`src/rtl/multi_data_sync_pkg.sv`:
```
// rtl/multi_data_sync_pkg.sv - shared types and enable-mode constants for multi_data_sync.
// Optional parity feature is enabled elsewhere by DATA_SYNC_PARITY_EN.
package multi_data_sync_pkg;

    typedef enum logic {
        IDLE = 1'b0,
        HOLD = 1'b1
    } ch_state_e;

    localparam int EN_LEVEL  = 0;
    localparam int EN_TOGGLE = 1;

    // Level mode starts a transfer on 0->1 only; toggle mode on any change.
    function automatic logic en_detect(input int mode, input logic cur, input logic prev);
        return (mode == EN_TOGGLE) ? (cur ^ prev) : (cur & ~prev);
    endfunction

endpackage

```
`src/rtl/sync_channel.sv`:
```
// rtl/sync_channel.sv - one channel: enable synchronizer, edge detect, hold FSM, data and overrun.
// Parity checking is present only with DATA_SYNC_PARITY_EN defined.
module sync_channel
    import multi_data_sync_pkg::*;
#(
    parameter int NUM_STAGES = 2,
    parameter int WIDTH      = 8,
    parameter int EN_MODE    = EN_LEVEL
) (
    input  logic             clk_i,
    input  logic             rst_ni,
    input  logic             en_i,
    input  logic [WIDTH-1:0] data_i,
    input  logic             ready_i,
    input  logic             ovr_clr_i,
`ifdef DATA_SYNC_PARITY_EN
    input  logic             par_i,
    output logic             par_err_o,
`endif
    output logic [WIDTH-1:0] data_o,
    output logic             pulse_o,
    output logic             valid_o,
    output logic             ack_o,
    output logic             overrun_o
);

    logic [NUM_STAGES-1:0] sync_q;
    logic                  edge_q;
    ch_state_e             state_q;
    logic [WIDTH-1:0]      data_q;
    logic                  pulse_q;
    logic                  valid_q;
    logic                  ovr_q;
    logic                  ovr_d;
    logic                  detect;
    logic                  capture;
    logic                  drop;

    assign detect  = en_detect(EN_MODE, sync_q[NUM_STAGES-1], edge_q);
    // A detect while the consumer still holds old data is dropped, not captured.
    assign capture = detect && ((state_q == IDLE) || ready_i);
    assign drop    = detect && (state_q == HOLD) && !ready_i;
    assign ovr_d   = drop | (ovr_q & ~ovr_clr_i);

    always_ff @(posedge clk_i) begin
        if (!rst_ni) begin
            sync_q <= '0;
            edge_q <= 1'b0;
        end else begin
            sync_q <= {sync_q[NUM_STAGES-2:0], en_i};
            edge_q <= sync_q[NUM_STAGES-1];
        end
    end

    always_ff @(posedge clk_i) begin
        if (!rst_ni) begin
            state_q <= IDLE;
            valid_q <= 1'b0;
            pulse_q <= 1'b0;
            data_q  <= '0;
            ovr_q   <= 1'b0;
        end else begin
            pulse_q <= capture;
            ovr_q   <= ovr_d;
            if (capture) begin
                data_q <= data_i;
            end
            case (state_q)
                IDLE: begin
                    if (detect) begin
                        state_q <= HOLD;
                        valid_q <= 1'b1;
                    end
                end
                HOLD: begin
                    if (ready_i && !detect) begin
                        state_q <= IDLE;
                        valid_q <= 1'b0;
                    end
                end
                default: begin
                    state_q <= IDLE;
                    valid_q <= 1'b0;
                end
            endcase
        end
    end

`ifdef DATA_SYNC_PARITY_EN
    logic par_err_q;

    always_ff @(posedge clk_i) begin
        if (!rst_ni) begin
            par_err_q <= 1'b0;
        end else if (capture) begin
            par_err_q <= (^data_i) ^ par_i;
        end
    end

    assign par_err_o = par_err_q;
`endif

    assign data_o    = data_q;
    assign pulse_o   = pulse_q;
    assign valid_o   = valid_q;
    assign ack_o     = sync_q[NUM_STAGES-1];
    assign overrun_o = ovr_q;

endmodule

```
`src/rtl/multi_data_sync.sv`:
```
// rtl/multi_data_sync.sv - NUM_CH independent enable-qualified data synchronizers.
// Defining DATA_SYNC_PARITY_EN adds Async_par / Par_err.
module multi_data_sync
    import multi_data_sync_pkg::*;
#(
    parameter int NUM_STAGES = 2,
    parameter int WIDTH      = 8,
    parameter int NUM_CH     = 2,
    parameter int EN_MODE    = EN_LEVEL
) (
    input  logic                    CLK,
    input  logic                    Reset,
    input  logic [NUM_CH*WIDTH-1:0] Async_bus,
    input  logic [NUM_CH-1:0]       bus_EN,
    input  logic [NUM_CH-1:0]       Ready,
    input  logic [NUM_CH-1:0]       Ovr_clr,
`ifdef DATA_SYNC_PARITY_EN
    input  logic [NUM_CH-1:0]       Async_par,
    output logic [NUM_CH-1:0]       Par_err,
`endif
    output logic [NUM_CH*WIDTH-1:0] sync_bus,
    output logic [NUM_CH-1:0]       EN_pulse,
    output logic [NUM_CH-1:0]       Valid,
    output logic [NUM_CH-1:0]       Ack,
    output logic [NUM_CH-1:0]       Overrun
);

    for (genvar c = 0; c < NUM_CH; c++) begin : g_ch
        sync_channel #(
            .NUM_STAGES(NUM_STAGES),
            .WIDTH     (WIDTH),
            .EN_MODE   (EN_MODE)
        ) u_ch (
            .clk_i     (CLK),
            .rst_ni    (Reset),
            .en_i      (bus_EN[c]),
            .data_i    (Async_bus[c*WIDTH +: WIDTH]),
            .ready_i   (Ready[c]),
            .ovr_clr_i (Ovr_clr[c]),
`ifdef DATA_SYNC_PARITY_EN
            .par_i     (Async_par[c]),
            .par_err_o (Par_err[c]),
`endif
            .data_o    (sync_bus[c*WIDTH +: WIDTH]),
            .pulse_o   (EN_pulse[c]),
            .valid_o   (Valid[c]),
            .ack_o     (Ack[c]),
            .overrun_o (Overrun[c])
        );
    end

endmodule

```
`config.mk`:
```
export PLATFORM = sky130hd
export DESIGN_NAME = multi_data_sync
export DESIGN_NICKNAME = d
export VERILOG_FILES = /design/src/rtl/multi_data_sync_pkg.sv /design/src/rtl/sync_channel.sv /design/src/rtl/multi_data_sync.sv
export SDC_FILE = /design/constraint.sdc
export NUM_CORES = 1
export LEC_CHECK = 0
export ABC_AREA = 1
export CORE_MARGIN = 3
export CORE_UTILIZATION = 44
export DETAILED_ROUTE_END_ITERATION = 6
export PLACE_DENSITY = 0.9
export SLEW_MARGIN = 5
export SYNTH_ARGS = -nofsm -noshare
export SYNTH_HDL_FRONTEND = slang
export SYNTH_SLANG_ARGS = --single-unit
```
`constraint.sdc`:
```
create_clock -name CLK -period 1.2 [get_ports CLK]
set_input_delay 0.18 -clock CLK [delete_from_list [all_inputs] [get_ports CLK]]
set_output_delay 0.18 -clock CLK [all_outputs]
set_load 0.01 [all_outputs]
```
# ---- Word level (Yosys, flattened, before mapping)
# Cells that the tools add are included.
dict set report totals {
  ff_bits 30
  output_inout_bits 24
  word_cells 58
}
dict set report op_classes {
  n_eq_ne 4
  n_mux 12
  bitwise_logic 12
  n_reduce_logical 16
}
# operator count
set ops {}
lappend ops {{1-bit logical AND} 8}
lappend ops {{1-bit two-way mux} 8}
lappend ops {{1-bit one-hot mux with 2 select lines} 4}
lappend ops {{1-bit NOT} 6}
lappend ops {{1-bit bitwise AND} 4}
lappend ops {{1-bit logical NOT} 4}
lappend ops {{2-bit by 1-bit inequality test with 1-bit output (second input constant)} 2}
lappend ops {{2-bit inequality test (second input constant)} 2}
lappend ops {{2-bit AND reduction} 2}
lappend ops {{1-bit logical OR} 2}
lappend ops {{1-bit OR} 2}

# ---- Logic depth before layout (Yosys ltp)
# Gate-level depths: netlist of run 1.
dict set report logic_depth {
  word_depth 6
  mapped_depth 6
  mapped_depth_nobuf 6
}

# ---- By module
# Synthesis of run 1 repeated with hierarchy kept, for this count alone.
dict set report hier_totals {
  cells_unflattened 172
  hier_area_um2 1291.2
}
# module n_inst cells_each area_per_inst_um2 seq_area_each_um2
set by_module_without_submodules {}
lappend by_module_without_submodules {sync_channel 2 86 645.6 300.3}

# ---- Least setup slack after synthesis of run 1
# No wires, ideal clock.
dict set report synth_path {
  kind {reg-to-reg}
  startpoint {register g_ch[0].u_ch.sync_q[1]}
  endpoint {register g_ch[0].u_ch.data_q[7]}
  arrival_time_ns 0.823
  setup_slack_ns 0.262
  stages_incl_launch_ff 7
  n_path_buf 1
  period_less_slack_ns 0.938
  cell_sequence {dfxtp_1 -> inv_2 -> nor2_8 -> buf_12 -> nand3_1 -> nand2_1 -> nor2_1}
}
dict set report synth_between {
  elab_chain_cells 2
}
# item line
set synth_lines {}
lappend synth_lines {{from (decl)} sync_channel.sv:27} ;# logic [NUM_STAGES-1:0] sync_q;
lappend synth_lines {{from (signal assigned)} sync_channel.sv:50} ;# sync_q <= {sync_q[NUM_STAGES-2:0], en_i};
lappend synth_lines {{1-bit bitwise AND} multi_data_sync_pkg.sv:15} ;# return (mode == EN_TOGGLE) ? (cur ^ prev) : (cur & ~prev);
lappend synth_lines {{1-bit logical AND} sync_channel.sv:41} ;# assign capture = detect && ((state_q == IDLE) || ready_i);
lappend synth_lines {{to (signal assigned)} sync_channel.sv:66} ;# data_q <= data_i;
lappend synth_lines {{to (decl)} sync_channel.sv:30} ;# logic [WIDTH-1:0] data_q;
# Every way passes these cells.
# A chain may end at the register's enable or synchronous reset.

# ---- Worst setup path in the final report of run 1
dict set report layout_path {
  startpoint {register g_ch[0].u_ch.sync_q[1]}
  endpoint {output Ack[0]}
}
# item line
set layout_rtl {}
lappend layout_rtl {{to (decl)} multi_data_sync.sv:24} ;# output logic [NUM_CH-1:0] Ack,
# No word-level cell between the ends.

==> run metrics, run 1 <==
run status=finished clean; Core ar.=2850 sq um; Hold Path Class=input pin to flop; Warnings, synthesis=0; clk slew on worst S/H paths=80 ps; placed instance count=about 250; max incr delay on CP=360 ps; syn avg cell area=7.51 sq um; placed cell areas=1750 sq um; final core occ=0.618; P_leak=between 0.9 and 1 nW; CP delay by family, top=flip-flops; number of synthesized flops with an enable pin=0; DIE AREA=between 3000 and 4000 sq um; Final Max Tran Viols=0; post-CTS sizing=24; Netlist Area Pre-Place=1350 sq um; initial core utilization=0.474; RSZ-0062 raised after global routing=no; Nets=between 200 and 250; htree depth=2; cells after synthesis=180; first-pass GRT wire length=around 4000 um; overall die height=61.4 um; DRC violations left=0; crit-path cells=dlygate4sd2_1; layout cell share with drive strength beyond 1=0.0991; Max Cap Viol=0; data arrival time of the worst path=940 ps; Clk Latency, worst-skew pair=300 ps; die width=61.4 um; routed vias=1137; CP max-delay cell=dfxtp_2; # IOs=48; Inserted Clock Buffers=5; total wire length=2470 um; CP required=1020 ps; #FFs+latches synth=30; post-synth cell types=16; syn nets=approximately 200; GPL Wtd Cong=about 0.74; CTS tree=yes; largest net degree at the start of global routing=19; crit-path max FO=4; root buf cell=clkbuf_4; post-route antenna net violation count=0; upper clock frequency limit=0.895 GHz; crit path time final=1120 ps; Global Route Usage Sum=0.142; Setup crit start kind=flop; drt pass-1 iters=4; initial antenna violation count=0; Post-CTS Setup Inserts=0; port bufs=47; Relative slew margins=0.777; worst slew pin tran=333 ps; diodes inserted=0; FFs w/ async S/R, synth=0; setup skew after layout=between 5 and 6 ps; Final Hold Viols=0; main area contributors after synthesis=dfxtp_1 (44%), inv_1 (10%), nand2_1 (8.9%); Synth top area share=0.444; Pwr per Cell Area=1050 nW/um^2; hold_buf cts=0; Synth Flop Type=dfxtp_1; setup violators final=0; num rows=19; Crit. End Element=primary output; buffer depth of the longest clock path=2; Synth top cells by count=inv_1 (37), nand2_1 (32), dfxtp_1 (30); routed len/inst=around 10 um; fin area=1760 sq um; clock sink count=30; vias in the first global route=975; drt initial violations=29; dpl hpwl=1810 um; Setup Crit Path Kind=flop to primary output; gr ovfl total=0; vias per std cell=4.49; area leader, netlist=dfxtp_1; Layout area overhead=30.4%; fin cells=around 250; IR Drop Worst-Case VDD=0.000537 V; Bufs and invs on worst path=1; post-synthesis sequential area ratio=0.444; most common cell in the netlist=inv_1; Tcrit/Tclk final=0.931
## layout make-up
type,instances,area (sq um)
clock buffers,7,45.0
flip-flops and latches,30,603
repair buffers,50,463
inverters,39,146
well taps,31,38.8
multi-input cells,96,468
fillers,283,1090
## logic make-up after synthesis
logic type      count (synthesis)  share of synthesized area
flops                          30                      0.444
buf+inv                        54                      0.210
compound gates                 20                     0.0851
simple gates                   76                      0.261
## per-layer routing
layer,part of all wire,track usage,routed length (um)
met5,0,0,0
met4,0.011,0.0636,27
met3,0.049,0.0335,121
met2,0.49,0.251,1200
met1,0.45,0.162,1120
## path summary, 6_finish.rpt
path	startpoint	to	slack, ps	depth (start not counted)
setup / recovery	g_ch[0].u_ch.sync_q[1]	Ack[0]	80	1
hold / removal	bus_EN[0]	g_ch[0].u_ch.sync_q[0]	400	3
setup reg to reg	g_ch[0].u_ch.state_q	g_ch[0].u_ch.data_o[1]	180	3
hold reg to reg	g_ch[0].u_ch.sync_q[0]	g_ch[0].u_ch.sync_q[1]	410	2
## layout by cell type, fill, tap and decap left out
| cell | netlist | layout |
|---|---|---|
| inv_1 | 37 | 37 |
| nand2_1 | 32 | 32 |
| dfxtp_1 | 30 | 28 |
| dlygate4sd2_1 | 0 | 24 |
| clkdlybuf4s50_1 | 0 | 23 |
| nand3_1 | 18 | 18 |
| nor2_1 | 18 | 18 |
| a21oi_1 | 16 | 16 |
| clkbuf_4 | 0 | 5 |
| nand2_2 | 4 | 4 |
| a21oi_2 | 4 | 4 |
| buf_4 | 8 | 3 |
| inv_2 | 2 | 2 |
| nor2_8 | 2 | 2 |
| nor3_1 | 2 | 2 |
| clkbuf_1 | 0 | 2 |
| dfxtp_2 | 0 | 2 |
## sequential cells by signal, summed over array words and instances, names as in the netlist
signal	flops
g_ch.u_ch.valid_o	2
g_ch.u_ch.overrun_o	2
g_ch.u_ch.state_q	2
g_ch.u_ch.sync_q	4
g_ch.u_ch.edge_q	2
g_ch.u_ch.pulse_o	2
g_ch.u_ch.data_o	16
## through the flow
stage / setup TNS, ps / hold slack [ps] / worst slack, ps / power (mW)
floorplan: 0 / 278 / 262 / 1.25
global placement: -1540 / 394 / -97.2 / 1.39
detailed placement: -2050 / 399 / -139 / 1.40
CTS: 0 / 389 / 12.7 / 1.89
global route: 0 / 397 / 24.6 / 1.98
finish: 0 / 405 / 82.4 / 1.86
## report_power, final
part	switching (mW)	internal [mW]	total, mW
registers	0.0241	1.04	1.06
logic	0.133	0.153	0.286
clock network	0.290	0.221	0.511
Power figures use the tool's default switching activity.
==> run 2: changes to the inputs <==
Settings changed: CORE_MARGIN 3 to unset.
==> run 2 against run 1 <==
  * The run now ends with design-rule violations left
  * Critical path depth unchanged
  * Final area rose by 1.1%
  * Worst setup slack worse by 14 ps
  * Combinational power about the same
  * Via count shrank 1.8%
  * Core utilization up 1.2 points
  * Register-to-register slack improved by 30 ps
  * Critical path type unchanged
==> run metrics, run 2 (synthesized netlist as in run 1, its figures left out) <==
max incr delay on CP=360 ps (about the same); Setup crit start=g_ch[0].u_ch.data_o[0]; reg2reg end=g_ch[1].u_ch.overrun_o; max reg flops=16 (unchanged); htree depth=2 (unchanged); area of the multi-input gates=468 sq um (unchanged); Crit. End Element=primary output; buffer depth of the longest clock path=2 (unchanged); data arrival time of the worst path=950 ps (about the same); DRC violations left=4 (+4); crit path time final=1130 ps (+13.8 ps); Setup Crit Path Kind=flop to primary output; Bufs and invs on worst path=1 (unchanged); Core ar.=2830 sq um (-0.83%); most common cell after layout, fill and taps aside=inv_1; fin area=1780 sq um (+1.1%); Tcrit/Tclk final=0.943 (+0.0115); Hold Path Class=input pin to flop; gr ovfl total=0 (unchanged); CP required=1020 ps (about the same); clk slew on worst S/H paths=90 ps (about the same); final worst slack=68.6 ps (-13.8 ps); overall die height=57.4 um (-6.5%); IR Drop Worst-Case VDD=0.000822 V (+53%); CTS tree=yes; vias in the first global route=895 (-8.2%); hold wc startpoint=bus_EN[0]; Final Hold Viols=0 (unchanged); placed cell areas=1750 sq um (+0.29%); drt pass-1 iters=6 (+2); Global Route Usage Sum=0.151 (+0.00943); pre-CTS setup slack=-118 ps (+20.8 ps); Max Cap Viol=0 (unchanged); critical path depth in cells=1 (unchanged); num rows=19 (unchanged); Layout area overhead=31.9%; fillers=279 (-1.4%); routed vias=1117 (-1.8%); port bufs=47 (unchanged); Inserted Clock Buffers=5 (unchanged); drt initial violations=22 (-24%); setup skew after layout=7.37 ps (+2.15 ps); routed len/inst=9.34 um (-4.1%); initial core utilization=0.478 (+0.00398); crit-path cells=dlygate4sd2_1; Nets=245 (-0.41%); most frequent cells in the layout=inv_1 (37), nand2_1 (32), dfxtp_1 (28), dlygate4sd2_1 (24), clkdlybuf4s50_1 (23); Clk Latency, worst-skew pair=310 ps (about the same); Relative slew margins=0.772 (-0.00524); Worst R2R Path Depth=4 (+1); hold_buf cts=0 (unchanged); CP Capture Point=sync_bus[0]; worst hold slack=386 ps (-18.5 ps); diodes inserted=0 (unchanged); setup violators final=0 (unchanged); CP max-delay cell=dfxtp_1; initial antenna violation count=0 (unchanged); clock sink count=30 (unchanged); RSZ-0062 raised after global routing=no; post-route antenna net violation count=0 (unchanged); Post-CTS Setup Inserts=0 (unchanged); worst slew pin tran=341 ps (+7.84 ps); layout cell share with drive strength beyond 1=0.104 (+0.00450); root buf cell=clkbuf_4; R2R setup slack=210 ps (+30 ps); crit-path max FO=2 (-2); upper clock frequency limit=0.884 GHz (-1.2%); final core occ=0.631 (+0.0123); Setup crit start kind=flop; FF+latch area=603 sq um (unchanged); Final Max Tran Viols=0 (unchanged); RR Startpoint=g_ch[1].u_ch.state_q; P_leak=0.951 nW (+1.1%); post-CTS sizing=25 (+4.2%); largest net degree at the start of global routing=25 (+6); die width=57.4 um (-6.5%); GPL Wtd Cong=0.719 (-3.3%); first-pass GRT wire length=3840 um (-4.1%); run status=finished with violations; total wire length=2360 um (-4.1%); Pwr per Cell Area=1100 nW/um^2 (+4.0%); vias per std cell=4.42 (-1.8%); dpl hpwl=1670 um (-8.1%); DIE AREA=3300 sq um (-13%); # IOs=48 (unchanged); violations in the final reports=design-rule violations; CP delay by family, top=flip-flops
run 2: cell count changes in the layout (fill, tap and decap cells not counted):
cell / delta
buf_12: +1
buf_4: -2
clkbuf_1: -1
clkbuf_8: +1
clkinv_2: +1
run 2: worst min-delay path by stage:
stage / cells after the start / slack [ps] / end
2_1_floorplan: 2 / 280 / g_ch[0].u_ch.sync_q[0]
3_3_place_gp: 2 / 390 / g_ch[1].u_ch.sync_q[1]
3_5_place_dp: 2 / 400 / g_ch[0].u_ch.sync_q[1]
4_1_cts: 3 / 370 / g_ch[1].u_ch.sync_q[0]
5_1_grt: 3 / 380 / g_ch[0].u_ch.sync_q[0]
6_report: 3 / 390 / g_ch[0].u_ch.sync_q[0]
run 2: power by group:
group	total, mW	switching, mW	internal (mW)
combinational	0.286	0.132	0.155
clock	0.608	0.324	0.284
sequential	1.06	0.0240	1.04
total	1.96	0.479	1.48
run 2: through the flow:
step,total power [mW],TNS [ps],std cells
floorplan,1.25,0,180
global placement,1.39,-1500,245
detailed placement,1.40,-2000,245
CTS,1.98,0,253
global route,2.07,0,253
finish,1.96,0,253
run 2: area by class of cell:
type                       instances  area share
clock buffer                       7      0.0309
sequential                        30       0.338
timing repair buffer              49       0.262
multi-input combinational         96       0.262
tap                               31      0.0217
inverter                          39      0.0820
clock inverter                     1     0.00281
run 2: routing by layer:
metal	wire (um)	GRT usage	vias up
met2	1110	0.231	36
li1	-	-	612
met5	0	0	-
met4	58	0.0801	0
met1	1080	0.194	462
met3	114	0.0431	7
run 2: worst register-to-register path, cell delays in order, from the launching register on:
cell     delay (ps)
dfxtp_1         370
nand2_2         220
inv_1           160
nand2_2          60
a21oi_2         110
==> run 3: changes to the inputs <==
Settings changed: CAP_MARGIN set to 10, CORE_MARGIN set to 2.
==> run 3 against run 2 <==
  * The run now ends clean
  * First-iteration DRC count is 9.1% lower
  * Register-to-register slack hardly changed
  * Global-route usage hardly changed
  * Sequential share of layout area is 0.38 points higher
  * Critical path depth stayed put
  * Sequential cell count stayed put
  * Sequential power hardly changed
  * Die area is 7.1% higher
  * Core utilization is 3.8 points lower
  * Clock skew is 3.0 ps lower
  * Critical endpoint is now Ack[1]
  * Largest power group unchanged
  * Highest routed layer unchanged
==> run metrics, run 3 (synthesized netlist as in run 1, its figures left out) <==
Tcrit/Tclk final=0.941 (-0.00198); max incr delay on CP=370 ps (about the same); Sw Pwr=0.454 mW (-5.4%); fin cells=253 (unchanged); FF+latch area=603 sq um (unchanged); Final Hold Viols=0 (unchanged); worst slew pin tran=331 ps (-10.7 ps); Pwr per Cell Area=1060 nW/um^2 (-3.5%); initial core utilization=0.454 (-0.0239); drt initial violations=20 (-9.1%); Layout area overhead=30.4%; sw frac=0.243 (-0.00193); internal power=1.41 mW (-4.4%); Clk Latency, worst-skew pair=310 ps (about the same); data arrival time of the worst path=950 ps (about the same); area of the multi-input gates=468 sq um (unchanged); placed cell areas=1750 sq um (-0.29%); Max Cap Viol=0 (unchanged); CP required=1020 ps (about the same); root buf cell=clkbuf_4; Setup crit start kind=flop; crit path time final=1130 ps (-2.38 ps); diodes inserted=0 (unchanged); total wire length=2400 um (+1.4%); top layer in use=met4; Clk pwr share=0.277 (-0.033); upper clock frequency limit=0.886 GHz (+0.21%); Relative slew margins=0.779 (+0.00717); buffer depth of the longest clock path=2 (unchanged); GPL Wtd Cong=0.763 (+6.2%); die width=59.4 um (+3.5%); initial antenna violation count=0 (unchanged); clock sink count=30 (unchanged); Hold Path Class=input pin to flop; P_leak=0.936 nW (-1.6%); power consumption=1.87 mW (-4.6%); met3 wire len=96 um (-16%); Inserted Clock Buffers=5 (unchanged); Comb power frac=0.153 (+0.007); fin area=1760 sq um (-1.1%); post-route antenna net violation count=0 (unchanged); drt pass-1 iters=4 (-2); largest net degree at the start of global routing=25 (unchanged); setup violators final=0 (unchanged); pre-CTS setup slack=-140 ps (-22.1 ps); crit-path cells=dlygate4sd2_1; Post-CTS Setup Inserts=0 (unchanged); most common cell after layout, fill and taps aside=inv_1; # IOs=48 (unchanged); most frequent cells in the layout=inv_1 (37), nand2_1 (32), dfxtp_1 (28), dlygate4sd2_1 (24), clkdlybuf4s50_1 (23); placed instance count=246 (+0.41%); crit-path max FO=4 (+2); CP delay by family, top=flip-flops; layout cell share with drive strength beyond 1=0.0909 (-0.0127); port bufs=47 (unchanged); run status=finished clean; Core ar.=2980 sq um (+5.3%); routed len/inst=9.47 um (+1.4%); fillers=284 (+1.8%); Bufs and invs on worst path=1 (unchanged); gr ovfl total=0 (unchanged); max reg flops=16 (unchanged); first-pass GRT wire length=4020 um (+4.8%); CTS tree=yes; DIE AREA=3530 sq um (+7.1%); Setup Crit Path Kind=flop to primary output; vias in the first global route=1008 (+13%); Nets=244 (-0.41%); DRC violations left=0 (-4); setup skew after layout=4.37 ps (-3.00 ps); htree depth=2 (unchanged); num rows=20 (+1); CP max-delay cell=dfxtp_2; clk slew on worst S/H paths=90 ps (about the same); sequential fraction of design power=0.570 (+0.027); overall die height=59.4 um (+3.5%); Final Max Tran Viols=0 (unchanged); Crit. End Element=primary output; Met1 Wirelength=1060 um (-1.9%); vias per std cell=4.47 (+1.3%); RSZ-0062 raised after global routing=no; Global Route Usage Sum=0.151 (-0.000477); DR WL met2=1200 um (+8.1%); routed vias=1131 (+1.3%); final worst slack=70.9 ps (+2.38 ps); dpl hpwl=1730 um (+4.1%); IR Drop Worst-Case VDD=0.000614 V (-25%)
## run 3: what timing repair did
action	in CTS	in global routing
hold buffers	0	0
setup endpoints to repair	24	1
gates resized for setup	25	1
## run 3: cell type report
cell class	count	share of cell area
Multi-Input combinational cell	96	0.265
Clock buffer	7	0.0255
Inverter	39	0.0830
Tap cell	33	0.0234
Timing Repair Buffer	48	0.261
Sequential cell	30	0.342
## run 3: through the flow
step           TNS (ps)   util  hold WS, ps
6_report              0  0.592          401
5_1_grt               0  0.592          401
4_1_cts               0  0.592          390
3_5_place_dp      -2060  0.587          398
3_3_place_gp      -1590  0.587          392
2_1_floorplan         0      -          278
## run 3: power groups by stage
stage	Sequential (mW)	Combinational (mW)	Clock (mW)
2_1_floorplan	1.10	0.154	0
3_3_place_gp	1.09	0.307	0
3_5_place_dp	1.09	0.313	0
4_1_cts	1.06	0.290	0.533
5_1_grt	1.07	0.321	0.586
6_report	1.06	0.286	0.518
## run 3: routing by layer
metal / vias to the layer above / global-route usage
li1: 607 / -
met1: 491 / 0.174
met2: 28 / 0.253
met3: 5 / 0.0393
met4: 0 / 0.0812
met5: - / 0
## run 3: path summary, 6_finish.rpt
kind,start,to,slack (ps),depth (start not counted)
min reg2reg,g_ch[1].u_ch.sync_q[0],g_ch[1].u_ch.sync_q[1],410,2
min,bus_EN[0],g_ch[0].u_ch.sync_q[0],400,3
max,g_ch[1].u_ch.sync_q[1],Ack[1],70,1
max reg2reg,g_ch[0].u_ch.state_q,g_ch[0].u_ch.overrun_o,220,4
## run 3: worst register-to-register path, delay by kind of cell, from the launching register on
| family | cells | cell delay [ps] |
|---|---|---|
| DFF | 1 | 370 |
| and+or+nand+nor | 2 | 290 |
| buffers and inverters | 1 | 150 |
| AOI/OAI and AO/OA | 1 | 110 |
==> variant: new RTL, settings of run 2 <==
Register the output `sync_bus`; this adds one clock of latency there. The other outputs are not delayed to match.
--- a/src/rtl/multi_data_sync.sv
+++ b/src/rtl/multi_data_sync.sv
@@ -27,2 +27,4 @@
 
+    logic [NUM_CH*WIDTH-1:0] sync_bus_d;
+
     for (genvar c = 0; c < NUM_CH; c++) begin : g_ch
@@ -43,3 +45,3 @@
 `endif
-            .data_o    (sync_bus[c*WIDTH +: WIDTH]),
+            .data_o    (sync_bus_d[c*WIDTH +: WIDTH]),
             .pulse_o   (EN_pulse[c]),
@@ -51,2 +53,6 @@
 
+    always_ff @(posedge CLK) begin
+        sync_bus <= sync_bus_d;
+    end
+
 endmodule
Check against the original RTL: not equivalent (a bounded check fails within 4 cycles, from zero or initial values and one cycle with Reset low).
==> variant against run 2 <==
- worst hold slack worse by 0.034 ns
- worst setup slack better by 0.025 ns
- synthesized cell count rose by 8.9%
- total power increased by 53%
- sequential power increased by 54%
- sequential cell count is 16 higher
- area after synthesis up 24%
- first-iteration DRC count grew to 4.6 times the old value
- final area up 21%
- critical path depth is the same
- routed wire length grew 11%
==> variant: results (changes against run 2) <==
- Tot Pwr: 0.00300 W (was 0.00196 W)
- Nets@finish: 261 (was 245)
- Syn_nets: 220 (was 204)
- Max FO, Critical Path: 4 (was 2)
- Sequential cell area: 923 um^2 (was 603 um^2)
- WL met1: 1.16 mm (was 1.08 mm)
- Seq cells: 46 (was 30)
- Clock buffer cells: 5 (was 7)
- Clk pwr: 0.00109 W (was 0.000608 W)
- Met3 Resource Use GR: 4.53% (was 4.31%)
- GRT Overall Usage: 14.0% (was 15.1%)
- Status: complete, no violations (was complete, but fails checks)
- Share of cells above drive strength 1: 10.1% (was 10.4%)
- Clock buf/inv share: 5.03% (was 3.37%)
- FF-to-FF Start: g_ch[0].u_ch.sync_q[1]$_SDFF_PN0_ (was g_ch[1].u_ch.state_q$_SDFF_PN0_)
- Largest cells by area after synthesis: dfxtp_1 (55%), inv_1 (8.3%), nand2_1 (7.2%), nand3_1 (5.4%), a21oi_1 (4.8%) (was dfxtp_1 (44%), inv_1 (10%), nand2_1 (8.9%), nand3_1 (6.7%), a21oi_1 (5.9%))
- Placer Congestion: 0.735 (was 0.719)
- Critical path arrival: 0.93 ns (was 0.95 ns)
- Min Hold Slack: 0.352 ns (was 0.386 ns)
- Slowest CP cell: dfxtp_2 (was dfxtp_1)
- Seq group: 0.00163 W (was 0.00106 W)
- Wire length on met2: 1.36 mm (was 1.11 mm)
- WL per Instance: 9.14 um (was 9.34 um)
- M1 GR Usage: 14.6% (was 19.4%)
- Max VDD drop: 0.800 mV (was 0.822 mV)
- Post-placement setup slack: -0.134 ns (was -0.118 ns)
- Worst reg2reg path depth: 5 (was 4)
- Multi-input gate share of the layout cell area: 21.6% (was 26.2%)
- DR pass1 iterations: 2 (was 6)
- Via count: 1227 (was 1117)
[variant: cell types whose count changed in the layout (fill, tap and decap cells not counted)]
cell / before / now
buf_12: 1 / 0
buf_4: 1 / 2
bufinv_16: 0 / 1
clkbuf_1: 1 / 0
clkbuf_4: 5 / 0
clkbuf_8: 1 / 5
clkinv_2: 1 / 2
dfxtp_1: 28 / 44
[variant: cells by family (layout without fill, tap and decap cells)]
group	Yosys count	count (layout)
DFF	46	46
and+or+nand+nor	76	76
buffers and inverters	54	96
AOI/OAI and AO/OA	20	20
[variant: repair_timing]
| action | in CTS | in global routing |
|---|---|---|
| endpoints found under the setup margin | 24 | 1 |
| hold buffers | 0 | 0 |
| gates resized for setup | 25 | 1 |
| endpoints found under the hold margin | 0 | 0 |
[variant: metrics by stage]
stage | cell area, um^2 | cells
floorplan | 1670 | 196
detailed placement | 2080 | 278
global route | 2160 | 286
global placement | 2080 | 278
CTS | 2160 | 286
finish | 2160 | 286
